`src/rtl/truth_table_sequencer.sv`:
```
// Drives a 2-input gate under test through all four input vectors, holding each
// for HOLD cycles, and counts samples of y_in that disagree with TRUTH.
module truth_table_sequencer #(
    parameter int         HOLD  = 10,
    parameter logic [3:0] TRUTH = 4'b1000
) (
    input  logic       clk,
    input  logic       rst,
    input  logic       start,
    input  logic       abort,
    input  logic       y_in,
    output logic       a,
    output logic       b,
    output logic [1:0] vec_idx,
    output logic       busy,
    output logic       done,
    output logic       pass,
    output logic [2:0] err_count
);
    localparam logic [1:0] S_IDLE = 2'd0;
    localparam logic [1:0] S_RUN  = 2'd1;
    localparam logic [1:0] S_DONE = 2'd2;

    logic [1:0] state;
    logic [7:0] cnt;
    logic       last;
    logic       mism;
    logic [1:0] nxt_idx;
    logic [2:0] err_upd;

    assign last    = (cnt == 8'(HOLD - 1));
    assign nxt_idx = vec_idx + 2'd1;
    // Case inequality so an undriven or X gate output is scored as a mismatch
    assign mism    = (y_in !== TRUTH[vec_idx]);
    assign err_upd = (mism && err_count < 3'd4) ? err_count + 3'd1 : err_count;

    always_ff @(posedge clk or posedge rst) begin
        if (rst) begin
            state     <= S_IDLE;
            cnt       <= '0;
            vec_idx   <= '0;
            a         <= 1'b0;
            b         <= 1'b0;
            err_count <= '0;
            busy      <= 1'b0;
            done      <= 1'b0;
            pass      <= 1'b0;
        end else begin
            case (state)
                S_IDLE, S_DONE: begin
                    // abort is deliberately not looked at outside RUN
                    if (start) begin
                        state     <= S_RUN;
                        cnt       <= '0;
                        vec_idx   <= '0;
                        a         <= 1'b0;
                        b         <= 1'b0;
                        err_count <= '0;
                        busy      <= 1'b1;
                        done      <= 1'b0;
                        pass      <= 1'b0;
                    end
                end
                S_RUN: begin
                    if (abort) begin
                        // Partial count is kept; any compare on this edge is dropped
                        state   <= S_IDLE;
                        cnt     <= '0;
                        vec_idx <= '0;
                        a       <= 1'b0;
                        b       <= 1'b0;
                        busy    <= 1'b0;
                        done    <= 1'b0;
                    end else if (last) begin
                        err_count <= err_upd;
                        cnt       <= '0;
                        if (vec_idx == 2'd3) begin
                            state <= S_DONE;
                            busy  <= 1'b0;
                            done  <= 1'b1;
                            pass  <= (err_upd == 3'd0);
                        end else begin
                            vec_idx <= nxt_idx;
                            a       <= nxt_idx[1];
                            b       <= nxt_idx[0];
                        end
                    end else begin
                        cnt <= cnt + 8'd1;
                    end
                end
                default: state <= S_IDLE;
            endcase
        end
    end
endmodule

```
`config.mk`:
```
export PLATFORM = sky130hd
export DESIGN_NAME = truth_table_sequencer
export DESIGN_NICKNAME = d
export VERILOG_FILES = /design/src/rtl/truth_table_sequencer.sv
export SDC_FILE = /design/constraint.sdc
export NUM_CORES = 1
export LEC_CHECK = 0
export BUFFER_PORTS_ARGS = -buffer_cell sky130_fd_sc_hd__buf_2
export CAP_MARGIN = 20
export CORE_MARGIN = 2
export CORE_UTILIZATION = 49
export CTS_CLUSTER_DIAMETER = 200
export DETAILED_ROUTE_END_ITERATION = 7
export MAX_ROUTING_LAYER = met4
export PLACE_DENSITY = 0.85
export SETUP_SLACK_MARGIN = 0.02
export SLEW_MARGIN = 0
export SYNTH_ARGS = -nofsm -noshare
export SYNTH_HDL_FRONTEND = slang
export SYNTH_SLANG_ARGS = --single-unit
```
`constraint.sdc`:
```
create_clock -name clk -period 1.6 [get_ports clk]
set_input_delay 0.08 -clock clk [delete_from_list [all_inputs] [get_ports clk]]
set_output_delay 0.08 -clock clk [all_outputs]
set_load 0.05 [all_outputs]
```
Yosys cells after proc, flatten, opt, wreduce, memory -nomap -nowiden
Cells that the tools add are included.
{"block": "word_totals", "ff_bits": 20, "in_bits": 5, "output_inout_bits": 10, "elab_cells": 80}
{"block": "classes", "addsub": 3, "magnitude_cmp": 2, "eq_ne": 12, "muxes": 43, "reduce_logical": 11}
{"operator": "two-way mux 8 bit", "n": 3}
{"operator": "two-way mux 1 bit", "n": 18}
{"operator": "two-way mux 2 bit", "n": 8}
{"operator": "one-hot mux 8 bit (2 select lines)", "n": 1}
{"operator": "two-way mux 3 bit", "n": 4}
{"operator": "AND reduction 4 bit", "n": 3}
{"operator": "one-hot mux 1 bit (2 select lines)", "n": 5}
{"operator": "inequality test 3 bit, second input constant", "n": 3}
{"operator": "adder 8 x 1 -> 8 bit, second input constant", "n": 1}
{"operator": "equality test 8 x 4 -> 1 bit, second input constant", "n": 1}
{"operator": "inequality test 2 bit, second input constant", "n": 4}
{"operator": "one-hot mux 2 bit (2 select lines)", "n": 2}
{"operator": "one-hot mux 3 bit (2 select lines)", "n": 1}
{"operator": "AND reduction 5 bit", "n": 1}
{"operator": "equality test 2 bit, second input constant", "n": 2}
{"operator": "adder 3 x 1 -> 3 bit, second input constant", "n": 1}
{"operator": "logical NOT 3 bit", "n": 1}
{"operator": "< comparator 2 x 3 -> 1 bit, second input constant", "n": 1}
{"operator": "< comparator 3 bit, second input constant", "n": 1}
{"operator": "AND reduction 3 bit", "n": 1}
{"operator": "adder 2 x 1 -> 2 bit, second input constant", "n": 1}
{"operator": "binary-select mux 1 bit (select 2 bit)", "n": 1}
{"operator": "equality test 2 x 1 -> 1 bit, second input constant", "n": 1}
{"operator": "logical NOT 2 bit", "n": 1}
{"operator": "5 further kinds", "n": 5}

Logic depth before layout (Yosys ltp)
Gate-level depths: netlist (run 1).
{"block": "depth", "ltp_word": 10, "mapped_depth": 6, "mapped_depth_nobuf": 6}

Least setup slack after synthesis (run 1)
No wires, ideal clock.
{"block": "synth_path", "path_type": "reg2reg", "startpoint": "register b (netlist name)", "endpoint": "register pass", "setup_ns": 0.110, "arrival_ns": 1.826, "required_time_ns": 1.490, "path_slack_ns": -0.336, "stages_incl_launch_ff": 5, "path_buffers": 0, "period_less_slack_ns": 1.936, "cell_sequence": "dfrtp_1 -> ha_1 -> xor2_1 -> mux2_1 -> o41ai_1"}
{"item": "end signal: assignment", "line_no": "81", "text": "pass <= (err_upd == 3'd0);"}
{"item": "end: declaration", "line_no": "17", "text": "output logic pass,"}

Worst setup path after layout (run 1)
{"block": "layout_path", "startpoint": "register cnt[1]", "endpoint": "register err_count[1]"}
{"block": "layout_between", "elab_chain_cells": 3}
{"item": "start: declaration", "line_no": "25", "text": "logic [7:0] cnt;"}
{"item": "start signal: assignment", "line_no": "88", "text": "cnt <= cnt + 8'd1;"}
{"item": "equality test 8 x 4 -> 1 bit", "line_no": "31", "text": "assign last = (cnt == 8'(HOLD - 1));"}
{"item": "inequality test 2 bit (no source line)"}
{"item": "AND reduction 4 bit (no source line)"}
{"item": "end signal: assignment", "line_no": "75", "text": "err_count <= err_upd;"}
{"item": "end: declaration", "line_no": "18", "text": "output logic [2:0] err_count"}
Every way passes these cells.
A chain may end at the register's enable or synchronous reset.

==> metrics.txt, run 1 <==
post-route ant nets=0; drt via density=roughly 6; Met3 Wirelength=between 90 and 100 um; period utilization=100%; Post-synth EDFFs=0; violated checks=negative setup slack; WS Path Type=reg -> reg; CTS Root Buffer Type=clkbuf_4; Clk network pwr share=between 20% and 30%; worst-margin pin slew=between 600 and 700 ps; sequential area share after synthesis=43.7%; DRC=0; Clk Latency, worst-skew pair=~290 ps; ys flop type=dfrtp_1; crit path max-delay cell type=dfrtp_1; worst endpoint required time=between 1500 and 2000 ps; Mapped Avg Cell Area=around 10 um2; Hold Path Depth=3; Hold Vio Cnt, Final=0; Hold Crit Class=in -> reg; worst r2r path cells=6; gpl congestion=~0.9; Max clock buf depth=2; DP Wirelength=~1700 um; Net Sw Power=~340 uW; Die ar.=~0.0025 mm2; Port Buffers=14; Power, Total=about 1.1 mW; syn_nets=around 110; compound-gate portion of the synthesized area=23.7%; row cnt=16; maximum VDD drop=around 600 uV; Slew headroom=54.1%; Startpoint Class=flop; xor and xnor area share after synthesis=less than 1%; Ys Warns=0; share of the synthesized area in the top cell type=43.7%; CP max stage delay=420 ps; Distinct cells, synth=42; Yosys top cell by area=dfrtp_1; gr usage total=19.8%; sw frac=30.8%; Die Height=around 50 um; Comb power frac=between 20 and 30%; CTS clk-pin slew, worst paths=between 100 and 150 ps; Setup crit start=cnt[1]; Power Internal=about 760 uW; Initial Utilization=52.0%; ranking of synthesized cells by area=dfrtp_1 44%, ha_1 4.9%, a31oi_1 4.2%; drt pass-1 iters=4; Layout area overhead=34.5%; GR Overflow Total=0; met1 wire length=1040 um; Post-synth ARST share=100%; fin crit period=around 1600 ps; Final WS setup=-5.13 ps; cells along the critical path=inv_2 > ha_4 > and4bb_2 > nand4b_1 > a31o_1 > a32o_1; CTS Sinks=18; Ports=15; post-synthesis adder-cell area fraction=4.85%; Cells after Synth=slightly above 100; Seq pwr share=between 40% and 50%; antenna violations before repair=0; TritonCTS clock tree=done; Layout Nets=roughly 150; total number of vias=a little under 1k; pre-CTS WS=34.6 ps; Final setup viols=1; WL final=~2500 um; htree depth=1; global-route wire length before repair=3720 um; antenna cells=0; RR Startpoint=cnt[1]; maximum clock frequency=just over 600 MHz; Chip Width=approximately 50 um; Synth Cell Area=0.00103 mm2; clock buffer count from CTS=3; vias in the first global route=between 800 and 900; main combinational cell family by area after synthesis=compound AO/OA/AOI/OAI gates; DRC violation total after the first TritonRoute iteration=21; Layout Skew=between 3 and 4 ps; DR top layer=met4; run status=finished, violations left; unrepaired setup endpoints after global routing=true; P per Cell Area=790 mW/mm2; layout cells sized above 1=40.0%; Arrival @ worst endpoint=~1800 ps; average routed wire per standard cell=between 15 and 20 um; Yosys reg bits=18; Final Slew Violations=0; CP Max Fanout=3; mux cell area share after synthesis=1.09%; hold slack=171 ps; Worst setup EP type=flop; LEAKAGE=between 0.6 and 0.7 nW; largest net degree at the start of global routing=19; Simple-Gate Fraction of Synth Area=approximately a fifth; met2 wire len=between 1000 and 1500 um; setup TNS=-5.13 ps; number of max-cap violations=0; hold path start=abort; core box area=between 0.0015 and 0.002 mm2
per-stage QoR:
step / util [%] / instances / instance area, um2
after global placement: 61.8 / 152 / 1220
after CTS: 65.3 / 159 / 1290
after global routing: 69.9 / 162 / 1390
final: 69.9 / 162 / 1390
after detailed placement: 61.8 / 152 / 1220
after floorplan: - / 102 / 1050
registers in the layout (all words and copies together), names as in the netlist:
name,cells
busy,1
b,1
cnt,8
a,1
state,2
done,1
pass,1
err_count,3
cell families (layout without fill, tap and decap cells):
kind of cell | Yosys count | in the layout
xor gates and xnor gates | 1 | 1
muxes | 1 | 1
buffers and inverters | 8 | 41
DFF | 18 | 18
adders and majority gates | 4 | 4
and+or+nand+nor | 35 | 35
AOI/OAI and AO/OA | 35 | 35
final timing paths:
path	endpoint	slack [ps]
max	err_count[1]	-5
min	err_count[0]	170
max reg2reg	err_count[1]	-5
min reg2reg	pass	540
max in group asynchronous	state[0]	710
min in group asynchronous	cnt[1]	410
synthesized netlist by cell type (2+ instances only):
cell	count
nor2_1	5
dfrtp_1	18
o21ai_0	5
nand2_1	7
nor3_1	2
ha_1	4
o21ai_1	3
inv_1	4
nor3b_1	2
buf_4	2
and3_1	2
a21oi_1	5
a31oi_1	7
a41oi_1	3
a21o_1	2
a32o_1	2
nand3_1	4
layer usage:
metal	GRT usage [%]	up-vias
met4	7.87	0
li1	-	458
met5	-	-
met1	23.4	464
met3	3.03	8
met2	33.8	33
repair_timing:
action / 4_1_cts / 5_1_grt
setup endpoints to repair: 2 / 11
gates resized for setup: 1 / 12
setup buffers: 1 / 3
hold buffers: 2 / 0
pin swaps: 0 / 7
hold endpoints to repair: 19 / 0
power by group through the flow:
stage / Clock, mW / Combinational [mW] / Sequential [mW]
global route: 0.306 / 0.325 / 0.520
detailed placement: 0 / 0.238 / 0.517
finish: 0.284 / 0.295 / 0.516
floorplan: 0 / 0.121 / 0.542
global placement: 0 / 0.229 / 0.516
CTS: 0.293 / 0.246 / 0.509
layout make-up:
class	count	area, um2
inverter	4	15.0
clock buffer	4	36.3
timing repair buffer	33	221
sequential	18	455
fill	157	596
multi-input combinational	76	624
tap	27	33.8
cells in the final DEF (no fill, tap or decap), drive strengths merged, types with 2 or more instances in the layout:
master        n
a21o          2
a21oi         6
a31oi         7
a32o          2
a41oi         3
and3          2
buf          31
clkbuf        4
dfrtp        18
dlygate4sd3   2
ha            4
inv           4
nand2         7
nand3         4
nor2          6
nor3          3
nor3b         3
o21ai         8
worst max-delay path: cells and delay by family (launching register included):
kind	cells	cell delay (ps)
flops	1	420
fa+ha+maj	1	140
simple gates	2	410
compound gates	2	450
buf+inv	1	90
Note: power is estimated with default switching activity, not from simulation.
==> inputs of run 2 (changes only) <==
--- a/config.mk
+++ b/config.mk
@@ -8,11 +8,11 @@
 export BUFFER_PORTS_ARGS = -buffer_cell sky130_fd_sc_hd__buf_2
 export CAP_MARGIN = 20
 export CORE_MARGIN = 2
-export CORE_UTILIZATION = 49
+export CORE_UTILIZATION = 50
 export CTS_CLUSTER_DIAMETER = 200
 export DETAILED_ROUTE_END_ITERATION = 7
 export MAX_ROUTING_LAYER = met4
-export PLACE_DENSITY = 0.85
+export PLACE_DENSITY = 0.83
 export SETUP_SLACK_MARGIN = 0.02
 export SLEW_MARGIN = 0
 export SYNTH_ARGS = -nofsm -noshare
==> constraint.sdc (replaced) <==
create_clock -name clk -period 2 [get_ports clk]
set_input_delay 0.1 -clock clk [delete_from_list [all_inputs] [get_ports clk]]
set_output_delay 0.1 -clock clk [all_outputs]
set_load 0.05 [all_outputs]
==> run 2 against run 1 <==
Power is 27% lower. Combinational power shrank 52%. Critical path type unchanged. Design area is 17% lower. Register-to-register slack gained 210 ps. Fmax down 10%. Count of clock-buffer cells in the layout did not move. Worst hold slack worse by 150 ps. The run now ends clean. Worst setup slack gained 210 ps.
==> metrics.txt, run 2 (synthesized netlist as in run 1, its figures left out) <==
run status=finished clean; Port Buffers=14 (unchanged); average routed wire per standard cell=15.8 um (+2.8%); sw frac=30.8% (about the same); Slew headroom=54.4% (+0.28 points); commonest non-fill, non-tap cell in the layout=dfrtp_1; cell area after layout=0.00116 mm2 (-17%); DRC violation total after the first TritonRoute iteration=19 (-9.5%); drt pass-1 iters=5 (+1); Layout area overhead=12.3%; unrepaired setup endpoints after global routing=false; Biggest register=cnt; Comb power frac=17.9% (-9.0 points); CTS clk-pin slew, worst paths=110 ps (about the same); DRC=0 (unchanged); Final WS setup=208 ps (+213 ps); Net Sw Power=245 uW (-27%); setup TNS=0 ps (+5.13 ps); Hold Path Depth=2 (-1); worst-margin pin slew=683 ps (-4.15 ps); largest net degree at the start of global routing=19 (unchanged); CP Max Fanout=6 (+3); Worst setup EP type=flop; Die Height=49.4 um (-0.92%); Clk network pwr share=28.6% (+2.7 points); Die ar.=0.00244 mm2 (-1.8%); Ports=15 (unchanged); total number of vias=907 (-5.8%); cts repair resizes=0 (-1); worst r2r path cells=4 (-2); maximum clock frequency=558 MHz (-10%); number of max-cap violations=0 (unchanged); WL final=2290 um (-8.0%); CTS Sinks=18 (unchanged); Hold Crit Class=in -> reg; Setup crit start=a; most frequent cells in the layout=18 x dfrtp_1, 14 x buf_2, 7 x nand2_1, 7 x a31oi_1; final non-filler cell total=145 (-10%); Critical Path Sink=pass; gpl congestion=0.867 (-2.9%); core box area=0.00196 mm2 (-1.0%); Initial Utilization=52.6% (+0.53 points); fin crit period=1790 ps (+187 ps); htree depth=1 (unchanged); row cnt=16 (unchanged); Clk Latency, worst-skew pair=310 ps (+20 ps); GR Overflow Total=0 (unchanged); RR Startpoint=a; WS Path Type=reg -> reg; placed insts=140 (-7.9%); Power Internal=549 uW (-27%); maximum VDD drop=382 uV (-38%); period utilization=89.6% (-11 points); area of the multi-input gates=534 um2 (-14%); layout cells sized above 1=21.2% (-19 points); CTS Root Buffer Type=clkbuf_4; antenna violations before repair=0 (unchanged); Layout Nets=128 (-12%); Max clock buf depth=2 (unchanged); drt via density=6.26 (+5.2%); Final Slew Violations=0 (unchanged); Seq pwr share=53.4% (+6.3 points); fillers=190 (+21%); Arrival @ worst endpoint=2000 ps (+200 ps); Startpoint Class=flop; FF-to-FF End=pass; Chip Width=49.4 um (-0.92%); gr usage total=21.3% (+1.5 points); flip-flop count of the largest register after layout=8 (unchanged); pre-CTS WS=271 ps (+236 ps); TritonCTS clock tree=done; r2r setup slk=210 ps (+210 ps); P per Cell Area=686 mW/mm2 (-13%); post-route ant nets=0 (unchanged); Hold Vio Cnt, Final=0 (unchanged); clock buffer count from CTS=3 (unchanged); Layout Skew=16.5 ps (+12.8 ps); Post-DP Area=0.00111 mm2 (-9.3%); antenna cells=0 (unchanged); worst endpoint required time=2210 ps (+420 ps); vias in the first global route=905 (+1.8%); Final setup viols=0 (-1); FF+latch area=450 um2 (-1.1%); Largest regs=cnt: 8 flops, err_count: 3 flops, state: 2 flops; global-route wire length before repair=3950 um (+6.1%); LEAKAGE=0.562 nW (-15%); DP Wirelength=1640 um (-1.7%)
[run 2: cell types whose count changed in the layout (fill, tap and decap cells not counted), moves of 2 or more]
cell	before	now
ha_4	2	0
ha_1	2	4
buf_4	16	1
dfrtp_1	14	18
dfrtp_2	4	0
[run 2: metal layers]
metal	GRT usage (%)	wire (um)	vias to the layer above
met3	6.13	143	10
met4	7.87	63	0
li1	-	-	419
met5	-	0	-
met1	25.5	1010	439
met2	34.2	1080	39
[run 2: layout make-up]
type | instances | share of cell area, %
Sequential cell | 18 | 38.9
Clock buffer | 4 | 3.14
Inverter | 4 | 1.30
Multi-Input combinational cell | 76 | 46.2
Timing Repair Buffer | 16 | 7.57
Tap cell | 27 | 2.92
[run 2: power groups by stage]
stage | Sequential [mW] | Combinational [mW] | Clock, mW
global route | 0.429 | 0.164 | 0.250
detailed placement | 0.428 | 0.141 | 0
floorplan | 0.433 | 0.0966 | 0
CTS | 0.422 | 0.143 | 0.237
global placement | 0.426 | 0.137 | 0
finish | 0.424 | 0.142 | 0.227
[run 2: per-stage QoR]
step | total power, mW | hold slack [ps] | util [%]
2_1_floorplan | 0.530 | 38.6 | -
3_3_place_gp | 0.563 | 232 | 56.6
3_5_place_dp | 0.570 | 244 | 56.6
4_1_cts | 0.802 | 11.6 | 59.0
5_1_grt | 0.844 | 8.05 | 59.0
6_report | 0.794 | 17.6 | 59.0
[run 2: how the worst min path moves through the flow]
stage	start	to	slack [ps]
floorplan	rst	a	40
global placement	rst	cnt[0]	230
detailed placement	rst	err_count[1]	240
CTS	start	state[1]	10
global route	start	state[1]	8
finish	start	state[1]	20
[run 2: critical path, cell delays in order (launching register included)]
cell and delay [ps]:
dfrtp_1 430, ha_1 290, xor2_1 300, mux2_1 370, o41ai_1 300
[run 2: timing repair]
item                                   CTS  global route
buffers inserted                         0             0
hold buffers                             1             0
endpoints found under the hold margin   18             0
